### config.mk
export PLATFORM = sky130hd
export DESIGN_NAME = exe_div_unit
export DESIGN_NICKNAME = d
export VERILOG_FILES = /design/src/rtl/div_pkg.sv /design/src/rtl/div_step.sv /design/src/rtl/exe_div_unit.sv
export SDC_FILE = /design/constraint.sdc
export NUM_CORES = 1
export LEC_CHECK = 0
export CAP_MARGIN = 10
export CORE_UTILIZATION = 60
export DETAILED_ROUTE_END_ITERATION = 12
export PLACE_DENSITY_LB_ADDON = 0.25
export SETUP_SLACK_MARGIN = 0.05
export SLEW_MARGIN = 20
export SYNTH_ARGS = -nofsm -noshare
export SYNTH_HDL_FRONTEND = slang
export SYNTH_SLANG_ARGS = --single-unit
### constraint.sdc
create_clock -name clk -period 6.21 [get_ports clk]
set_input_delay 1.863 -clock clk [delete_from_list [all_inputs] [get_ports clk]]
set_output_delay 1.863 -clock clk [all_outputs]
set_load 0.05 [all_outputs]
### src/rtl/div_pkg.sv
// Shared constants for the EX-stage iterative divider: step count, op bit positions, FSM encoding.
// Also provides the conditional two's-complement helper used for sign handling.
package div_pkg;

    localparam int DIV_ITER          = 32;
    localparam int DIV_OP_SIGNED_BIT = 1;
    localparam int DIV_OP_REM_BIT    = 0;

    localparam logic [1:0] ST_IDLE = 2'd0;
    localparam logic [1:0] ST_CALC = 2'd1;
    localparam logic [1:0] ST_DONE = 2'd2;

    typedef enum logic [1:0] {
        IDLE = ST_IDLE,
        CALC = ST_CALC,
        DONE = ST_DONE
    } div_state_e;

    // Negate when asked; abs(0x8000_0000) stays 0x8000_0000 and is then read as unsigned.
    function automatic logic [31:0] neg_if(input logic [31:0] v, input logic neg);
        return neg ? (~v + 32'd1) : v;
    endfunction

endpackage

### src/rtl/div_step.sv
// One restoring-division step: shift the next dividend bit into the partial remainder and trial-subtract.
// Purely combinational, no state.
module div_step (
    input  logic [31:0] rem,
    input  logic        dividend_msb,
    input  logic [31:0] divisor,
    output logic [31:0] rem_next,
    output logic        q_bit
);

    logic [32:0] shifted;
    logic [33:0] diff;

    // rem < divisor always holds, so the shifted value fits in 33 bits and a kept difference fits in 32.
    assign shifted  = {rem, dividend_msb};
    assign diff     = {1'b0, shifted} - {2'b00, divisor};
    assign q_bit    = ~diff[33];
    assign rem_next = q_bit ? diff[31:0] : shifted[31:0];

endmodule

### src/rtl/exe_div_unit.sv
// Iterative 32-bit divider for div.w/mod.w/div.wu/mod.wu: 32 restoring steps, divide-by-zero finishes at once.
// Result is held with div_done until div_ack; div_flush returns to IDLE from any state.
module exe_div_unit
    import div_pkg::*;
(
    input  logic        clk,
    input  logic        resetn,
    input  logic        div_req,
    input  logic [1:0]  div_op,
    input  logic [31:0] div_src1,
    input  logic [31:0] div_src2,
    input  logic        div_flush,
    input  logic        div_ack,
    output logic        div_busy,
    output logic        div_done,
    output logic [31:0] div_result
);

    div_state_e  state, state_nxt;
    logic [4:0]  cnt;
    logic [31:0] dvd, dvs, rem, quo, result;
    logic        sign_q, sign_r, op_rem, done;
    logic        s1, s2, accept, last_step, q_bit;
    logic [31:0] rem_nxt, q_final;

    assign s1        = div_op[DIV_OP_SIGNED_BIT] & div_src1[31];
    assign s2        = div_op[DIV_OP_SIGNED_BIT] & div_src2[31];
    assign accept    = (state == IDLE) & div_req & ~div_flush;
    assign last_step = (state == CALC) & (cnt == 5'(DIV_ITER - 1));

    div_step u_step (
        .rem          (rem),
        .dividend_msb (dvd[31]),
        .divisor      (dvs),
        .rem_next     (rem_nxt),
        .q_bit        (q_bit)
    );

    assign q_final = {quo[30:0], q_bit};

    always_ff @(posedge clk or negedge resetn) begin
        if (!resetn) begin
            state <= IDLE;
        end else begin
            state <= state_nxt;
        end
    end

    always_comb begin
        state_nxt = state;
        case (state)
            IDLE:    if (accept) state_nxt = (div_src2 == 32'd0) ? DONE : CALC;
            CALC:    if (last_step) state_nxt = DONE;
            DONE:    if (div_ack) state_nxt = IDLE;
            default: state_nxt = IDLE;
        endcase
        if (div_flush) state_nxt = IDLE;
    end

    always_ff @(posedge clk or negedge resetn) begin
        if (!resetn) begin
            cnt    <= 5'd0;
            dvd    <= 32'd0;
            dvs    <= 32'd0;
            rem    <= 32'd0;
            quo    <= 32'd0;
            result <= 32'd0;
            sign_q <= 1'b0;
            sign_r <= 1'b0;
            op_rem <= 1'b0;
            done   <= 1'b0;
        end else if (div_flush) begin
            done <= 1'b0;
        end else begin
            case (state)
                IDLE: begin
                    if (div_req) begin
                        op_rem <= div_op[DIV_OP_REM_BIT];
                        sign_q <= s1 ^ s2;
                        sign_r <= s1;
                        dvd    <= neg_if(div_src1, s1);
                        dvs    <= neg_if(div_src2, s2);
                        rem    <= 32'd0;
                        quo    <= 32'd0;
                        cnt    <= 5'd0;
                        // Divide-by-zero bypasses the iteration and the sign fix-up entirely.
                        if (div_src2 == 32'd0) begin
                            result <= div_op[DIV_OP_REM_BIT] ? div_src1 : 32'hFFFF_FFFF;
                            done   <= 1'b1;
                        end
                    end
                end
                CALC: begin
                    rem <= rem_nxt;
                    quo <= q_final;
                    dvd <= {dvd[30:0], 1'b0};
                    cnt <= cnt + 5'd1;
                    if (last_step) begin
                        result <= op_rem ? neg_if(rem_nxt, sign_r) : neg_if(q_final, sign_q);
                        done   <= 1'b1;
                    end
                end
                DONE: begin
                    if (div_ack) done <= 1'b0;
                end
                default: done <= 1'b0;
            endcase
        end
    end

    assign div_busy   = (state != IDLE);
    assign div_done   = done;
    assign div_result = result;

endmodule
==> results of run 1 <==
==> stage by stage <==
step                      power, mW  instances
after floorplan                2.65       1642
after global placement         3.19       1942
after detailed placement       3.23       1942
after CTS                      4.44       1974
after global routing           4.67       1974
final                          4.46       1974
==> critical path, delay by kind of cell (launching register included) <==
kind | cells | cell delay (ns)
and+or+nand+nor | 7 | 2.11
adders and majority gates | 2 | 0.68
AOI/OAI and AO/OA | 7 | 1.94
xor gates and xnor gates | 1 | 0.19
DFF | 1 | 0.42
==> how the worst max path moves through the flow <==
stage / endpoint / slack [ns]
2_1_floorplan: div_result[28] / 0.97
3_3_place_gp: div_result[27] / 1.05
3_5_place_dp: div_result[22] / 0.88
4_1_cts: div_result[28] / 0.92
5_1_grt: div_result[22] / 0.31
6_report: div_result[28] / 0.75
==> power groups by stage <==
stage	Combinational [mW]	Sequential, mW	Clock (mW)
4_1_cts	1.74	1.47	1.23
3_3_place_gp	1.70	1.48	0
3_5_place_dp	1.74	1.49	0
6_report	1.76	1.48	1.23
5_1_grt	1.89	1.50	1.28
2_1_floorplan	0.871	1.78	0
==> metal layers <==
| metal | share of wire | up-vias | track usage |
|---|---|---|---|
| li1 | - | 6030 | - |
| met1 | 0.42 | 6213 | 0.521 |
| met2 | 0.45 | 621 | 0.566 |
| met3 | 0.092 | 97 | 0.0755 |
| met4 | 0.032 | 0 | 0.134 |
| met5 | 0 | - | 0 |
==> cells by family after synthesis <==
family	after synthesis
AOI/OAI and AO/OA	542
xor gates and xnor gates	113
adders and majority gates	39
buffers and inverters	157
DFF	170
muxes	22
and+or+nand+nor	599
==> state kept, by name (all words and copies together), names as in the netlist <==
signal	count
div_result	32
sign_q	1
cnt	5
op_rem	1
dvs	32
state	2
quo	31
div_done	1
dvd	32
rem	32
sign_r	1
==> final cells by class <==
cell class	instances	area, sq um	share of cell area
Multi-Input combinational cell	1315	8040	0.547
Sequential cell	170	4250	0.289
Timing Repair Buffer	120	1160	0.0791
Clock buffer	18	439	0.0299
Tap cell	275	344	0.0234
Inverter	62	235	0.0160
Clock inverter	14	223	0.0152
==> layout by cell type (no fill, tap or decap), types with 7 or more instances in the layout <==
cell / count
a211oi_1: 21
a21o_1: 9
a21oi_1: 153
a22o_1: 28
a31oi_1: 14
and2_1: 12
and3_1: 9
buf_4: 16
clkbuf_16: 17
clkdlybuf4s50_1: 103
dfrtp_1: 170
ha_1: 38
inv_1: 60
mux2i_1: 18
nand2_1: 209
nand2b_1: 14
nand3_1: 45
nand4_1: 14
nor2_1: 151
nor2b_1: 9
nor3_1: 35
nor3b_1: 9
nor4_1: 22
o211ai_1: 13
o21a_1: 8
o21ai_0: 166
o21ai_1: 7
o221ai_1: 9
o22ai_1: 7
o31ai_1: 28
o41ai_1: 16
or3_1: 30
or4_1: 8
xnor2_1: 59
xor2_1: 54
==> flow_metrics.tcl, run 1 <==
set metrics [dict create \
    status "finished clean" \
    cts_tree "yes" \
    maxCapViolCount 0 \
    num_rows 53 \
    setup_tns_ns 0 \
    grt_pass1_vias 11900 \
    cts_resized 0 \
    critPathCaptureType "flop" \
    first_pass_iters 9 \
    num-nets-final 1796 \
    vias_per_cell 6.57 \
    critical_path.startpoint "rem[29]" \
    cts_buffers 17 \
    startpoint_type "flop" \
    antenna_found_initial 1 \
    antenna_left 0 \
    switching_share 0.412 \
    synth_top_area_share 0.330 \
    ir_drop_mv 0.183 \
    drive_gt1_frac 0.0524 \
    ys_types 94 \
    fmax_ghz 0.183 \
    min_path_cells 2 \
    hold_class "reg2reg" \
    place.gp.congestion 0.989 \
    die-width_microns 149 \
    muxShareOfSynthArea 0.0186 \
    ys_top_cells_by_count "nand2_1 (209), dfrtp_1 (170), o21ai_0 (166)" \
    sequentialPowerShare 0.331 \
    synth_xor_area_frac 0.0768 \
    cts_setup_buffers 0 \
    p_leak_nw 6.26 \
    num_vias 13000 \
    path_clk_slew_ns 0.07 \
    r2r_cells 17 \
    synthesis.nets 1752 \
    holdPathEnd "dvd[3]" \
    clock-sinks 170 \
    portBuffers 104 \
    synthAdderAreaFrac 0.0384 \
    route.detailed.drc 0 \
    drtIter0Drc 1543 \
    grt-ovfl-total 0 \
    hold_start "dvd[3]" \
    critPathMaxStageDelay_ns 0.49 \
    fillers 1754 \
    grt.total_usage 0.371 \
    wl_microns 40300 \
    synth_compound_area_frac 0.266 \
    r2r-start "rem[29]" \
    whs_ns 0.484 \
    floorplan.initialDensity 0.613 \
    syn_area_sq_mm 0.0129 \
    synth_seq_cells 170 \
    cts_hold_buf 0 \
    r2r-end "div_result[28]" \
    hpwl_microns 30000 \
    switchingPower_mw 1.84 \
    die_h_microns 149 \
    clockBufferDepth 2 \
    worst_clock_skew_ns 0.0125 \
    rsz0062_at_grt "false" \
    placed_area_sq_mm 0.0140 \
    crit_path_max_fanout 43 \
    cpMaxStageDelayCell "and3_1" \
    pwr_density_cell_mw_per_mm2 304 \
    utilization 0.699 \
    final.setup.worst_slack_ns 0.751 \
    fin_crit_ns 5.46 \
    crit_type "reg2reg" \
    p_int_mw 2.62 \
    stdcell_area_sq_mm 0.0147 \
    avgSynthCellArea_sq_um 7.85 \
    synth_ff_type "dfrtp_1" \
    setup_violations 0 \
    cp.arrival_ns 5.78 \
    yosys.area_share.simple 0.222 \
    min_period_over_period 0.879 \
    p_clk_frac 0.275 \
    yosys-top-cells-area "dfrtp_1 (33%), o21ai_0 (6.4%), nand2_1 (6.1%)" \
    worstPathCellList "ha_1, a21o_1, a211o_1, a41oi_1, and3_1, nand2_8, o21ai_0, ha_1, nand3b_1, or3_1, nor4_1, nand3_1, o41a_1, or3_1, o41ai_1, xor2_1, a21oi_1" \
    ios 105 \
    num_antenna_cells 0 \
    grt_max_degree 100 \
    synth_area_leader_cell "dfrtp_1" \
    required_ns 6.53 \
    slew_headroom 0.265 \
    hold_violations 0 \
    power_frac_comb 0.395 \
    root_buffer "clkbuf_16" \
    ys_warn_count 0 \
    dieArea_sq_mm 0.0221 \
    synth.most_common_cell "nand2_1" \
    netlist_instances 1642 \
    wl_per_cell_microns 20.4 \
    area.growth.synth_to_final_pct 14.0 \
    reg2reg_slack_ns 0.75 \
    preCtsSetupSlack_ns 0.882 \
    synth_seq_area_share 0.330 \
    grt_pass1_wl_microns 63800 \
    core-area_sq_mm 0.0210 \
    synth_top_family_by_area "compound AO/OA/AOI/OAI gates" \
    synthArstFlopShare 1.00 \
    synth_edf_count 0 \
    h-tree-depth 4 \
    clk_latency_ns 0.45 \
    maxSlewViolCount 0 \
    tightest_slew_ns 1.09 \
]
Note: power is estimated with default switching activity, not from simulation.
==> run 2, diff against run 1 <==
==> constraint.sdc (replaced) <==
create_clock -name clk -period 6.21 [get_ports clk]
set_input_delay 1.242 -clock clk [delete_from_list [all_inputs] [get_ports clk]]
set_output_delay 1.242 -clock clk [all_outputs]
set_load 0.05 [all_outputs]
==> run 2 against run 1 <==
Compared with the run above: largest cell class unchanged; highest routed layer unchanged; die area unchanged; critical path type unchanged; hold slack better by 0.0054 ns; global-route usage up 0.60 points.
==> flow_metrics.tcl, run 2 (synthesized netlist as in run 1, its figures left out) <==
set metrics [dict create \
    critPathCaptureType "flop" \
    cts_tree "yes" \
    critPathMaxStageDelay_ns 0.49 \
    grt_pass1_vias 11900 \
    hold_start "dvd[26]" \
    path_clk_slew_ns 0.08 \
    antenna_left 0 \
    portBuffers 104 \
    final_common_cell "nand2_1" \
    hold_violations 0 \
    cp.arrival_ns 5.82 \
    die_h_microns 149 \
    grt_pass1_wl_microns 64600 \
    rsz0062_at_grt "false" \
    grt-ovfl-total 0 \
    final_cell_mix "nand2_1 (209), dfrtp_1 (170), o21ai_0 (166), a21oi_1 (153), nor2_1 (151)" \
    pwr_density_cell_mw_per_mm2 296 \
    utilization 0.697 \
    maxSlewViolCount 0 \
    grt_max_degree 87 \
    cts_setup_buffers 0 \
    area.growth.synth_to_final_pct 13.6 \
    first_pass_iters 6 \
    worstPathCellList "ha_1, a21oi_1, o21ai_0, a41oi_1, and3_1, nand2_8, o21ai_0, ha_1, nand3b_1, or3_1, nor4_1, nand3_1, o41ai_1, nand3_1, o41ai_1, xor2_1, mux2i_1, a21oi_1" \
    core-area_sq_mm 0.0210 \
    wl_per_cell_microns 20.6 \
    h-tree-depth 4 \
    p_leak_nw 6.22 \
    route.detailed.drc 0 \
    worst_clock_skew_ns 0.0146 \
    dieArea_sq_mm 0.0221 \
    fin_crit_ns 5.46 \
    drive_gt1_frac 0.0530 \
    clk_latency_ns 0.45 \
    die-width_microns 149 \
    clock-sinks 170 \
    ir_drop_mv 0.203 \
    fmax_ghz 0.183 \
    hpwl_microns 30200 \
    num_rows 53 \
    cts_resized 0 \
    status "finished clean" \
    floorplan.initialDensity 0.613 \
    num_vias 13000 \
    cts_hold_buf 0 \
    fillers 1728 \
    crit_family "compound AO/OA/AOI/OAI gates" \
    min_path_cells 2 \
    r2r-start "rem[27]" \
    crit_type "reg2reg" \
    r2r_cells 18 \
    slew_headroom 0.310 \
    hold_class "reg2reg" \
    cpMaxStageDelayCell "a41oi_1" \
    setup_violations 0 \
    drtIter0Drc 1316 \
    ios 105 \
    whs_ns 0.489 \
    setup_tns_ns 0 \
    root_buffer "clkbuf_16" \
    crit_path_max_fanout 43 \
    cts_buffers 17 \
    num-nets-final 1796 \
    num_antenna_cells 0 \
    required_ns 6.58 \
    tightest_slew_ns 1.04 \
    maxCapViolCount 0 \
    grt.total_usage 0.377 \
    vias_per_cell 6.56 \
    r2r-end "div_result[22]" \
    clockBufferDepth 2 \
    place.gp.congestion 1.00 \
    dp_cells 1942 \
    reg2reg_slack_ns 0.75 \
    holdPathEnd "dvd[26]" \
    min_period_over_period 0.879 \
    path_buf_inv 0 \
    antenna_found_initial 0 \
    cp.depth 18 \
    stdcell_area_sq_mm 0.0146 \
    wl_microns 40700 \
    post_layout_nonfiller_instances 1974 \
    placed_area_sq_mm 0.0140 \
    startpoint_type "flop" \
]
run 2: area by class of cell:
type                       count  area [sq um]  area share
sequential                   170          4250       0.291
tap                          275           344      0.0235
timing repair buffer         120          1160      0.0794
clock buffer                  17           425      0.0291
clock inverter                15           174      0.0119
inverter                      62           235      0.0161
multi-input combinational   1315          8050       0.550
run 2: worst reg2reg max path, cell delays in order, from the launching register on:
cell	delay, ns
dfrtp_1	0.41
ha_1	0.38
a21oi_1	0.22
o21ai_0	0.19
a41oi_1	0.49
and3_1	0.46
nand2_8	0.29
o21ai_0	0.42
ha_1	0.33
nand3b_1	0.13
or3_1	0.38
nor4_1	0.18
nand3_1	0.17
o41ai_1	0.15
nand3_1	0.22
o41ai_1	0.45
xor2_1	0.24
mux2i_1	0.11
a21oi_1	0.16
run 2: worst max-delay path by stage:
stage	from	slack, ns	endpoint
floorplan	rem[21]	0.97	div_result[28]
global placement	rem[29]	1.15	div_result[28]
detailed placement	rem[27]	1.0	div_result[28]
CTS	dvs[28]	0.89	div_result[28]
global route	dvs[28]	0.46	div_result[30]
finish	rem[27]	0.75	div_result[22]
run 2: report_power, final:
group | internal [mW] | total, mW | switching, mW
Clock | 0.545 | 1.09 | 0.546
Combinational | 0.604 | 1.77 | 1.17
Sequential | 1.32 | 1.48 | 0.160
run 2: metrics by stage:
step / worst slack [ns] / total power [mW]
final: 0.753 / 4.34
after global routing: 0.464 / 4.55
after CTS: 0.891 / 4.32
after detailed placement: 1.00 / 3.23
after global placement: 1.15 / 3.20
after floorplan: 0.974 / 2.65
run 2: per-layer routing:
layer | vias up | track usage | wire (microns) | share of wire
met5 | - | 0 | 0 | 0
met4 | 0 | 0.131 | 1170 | 0.029
met3 | 78 | 0.0666 | 3630 | 0.089
met2 | 607 | 0.579 | 18500 | 0.45
met1 | 6235 | 0.534 | 17400 | 0.43
li1 | 6038 | - | - | -
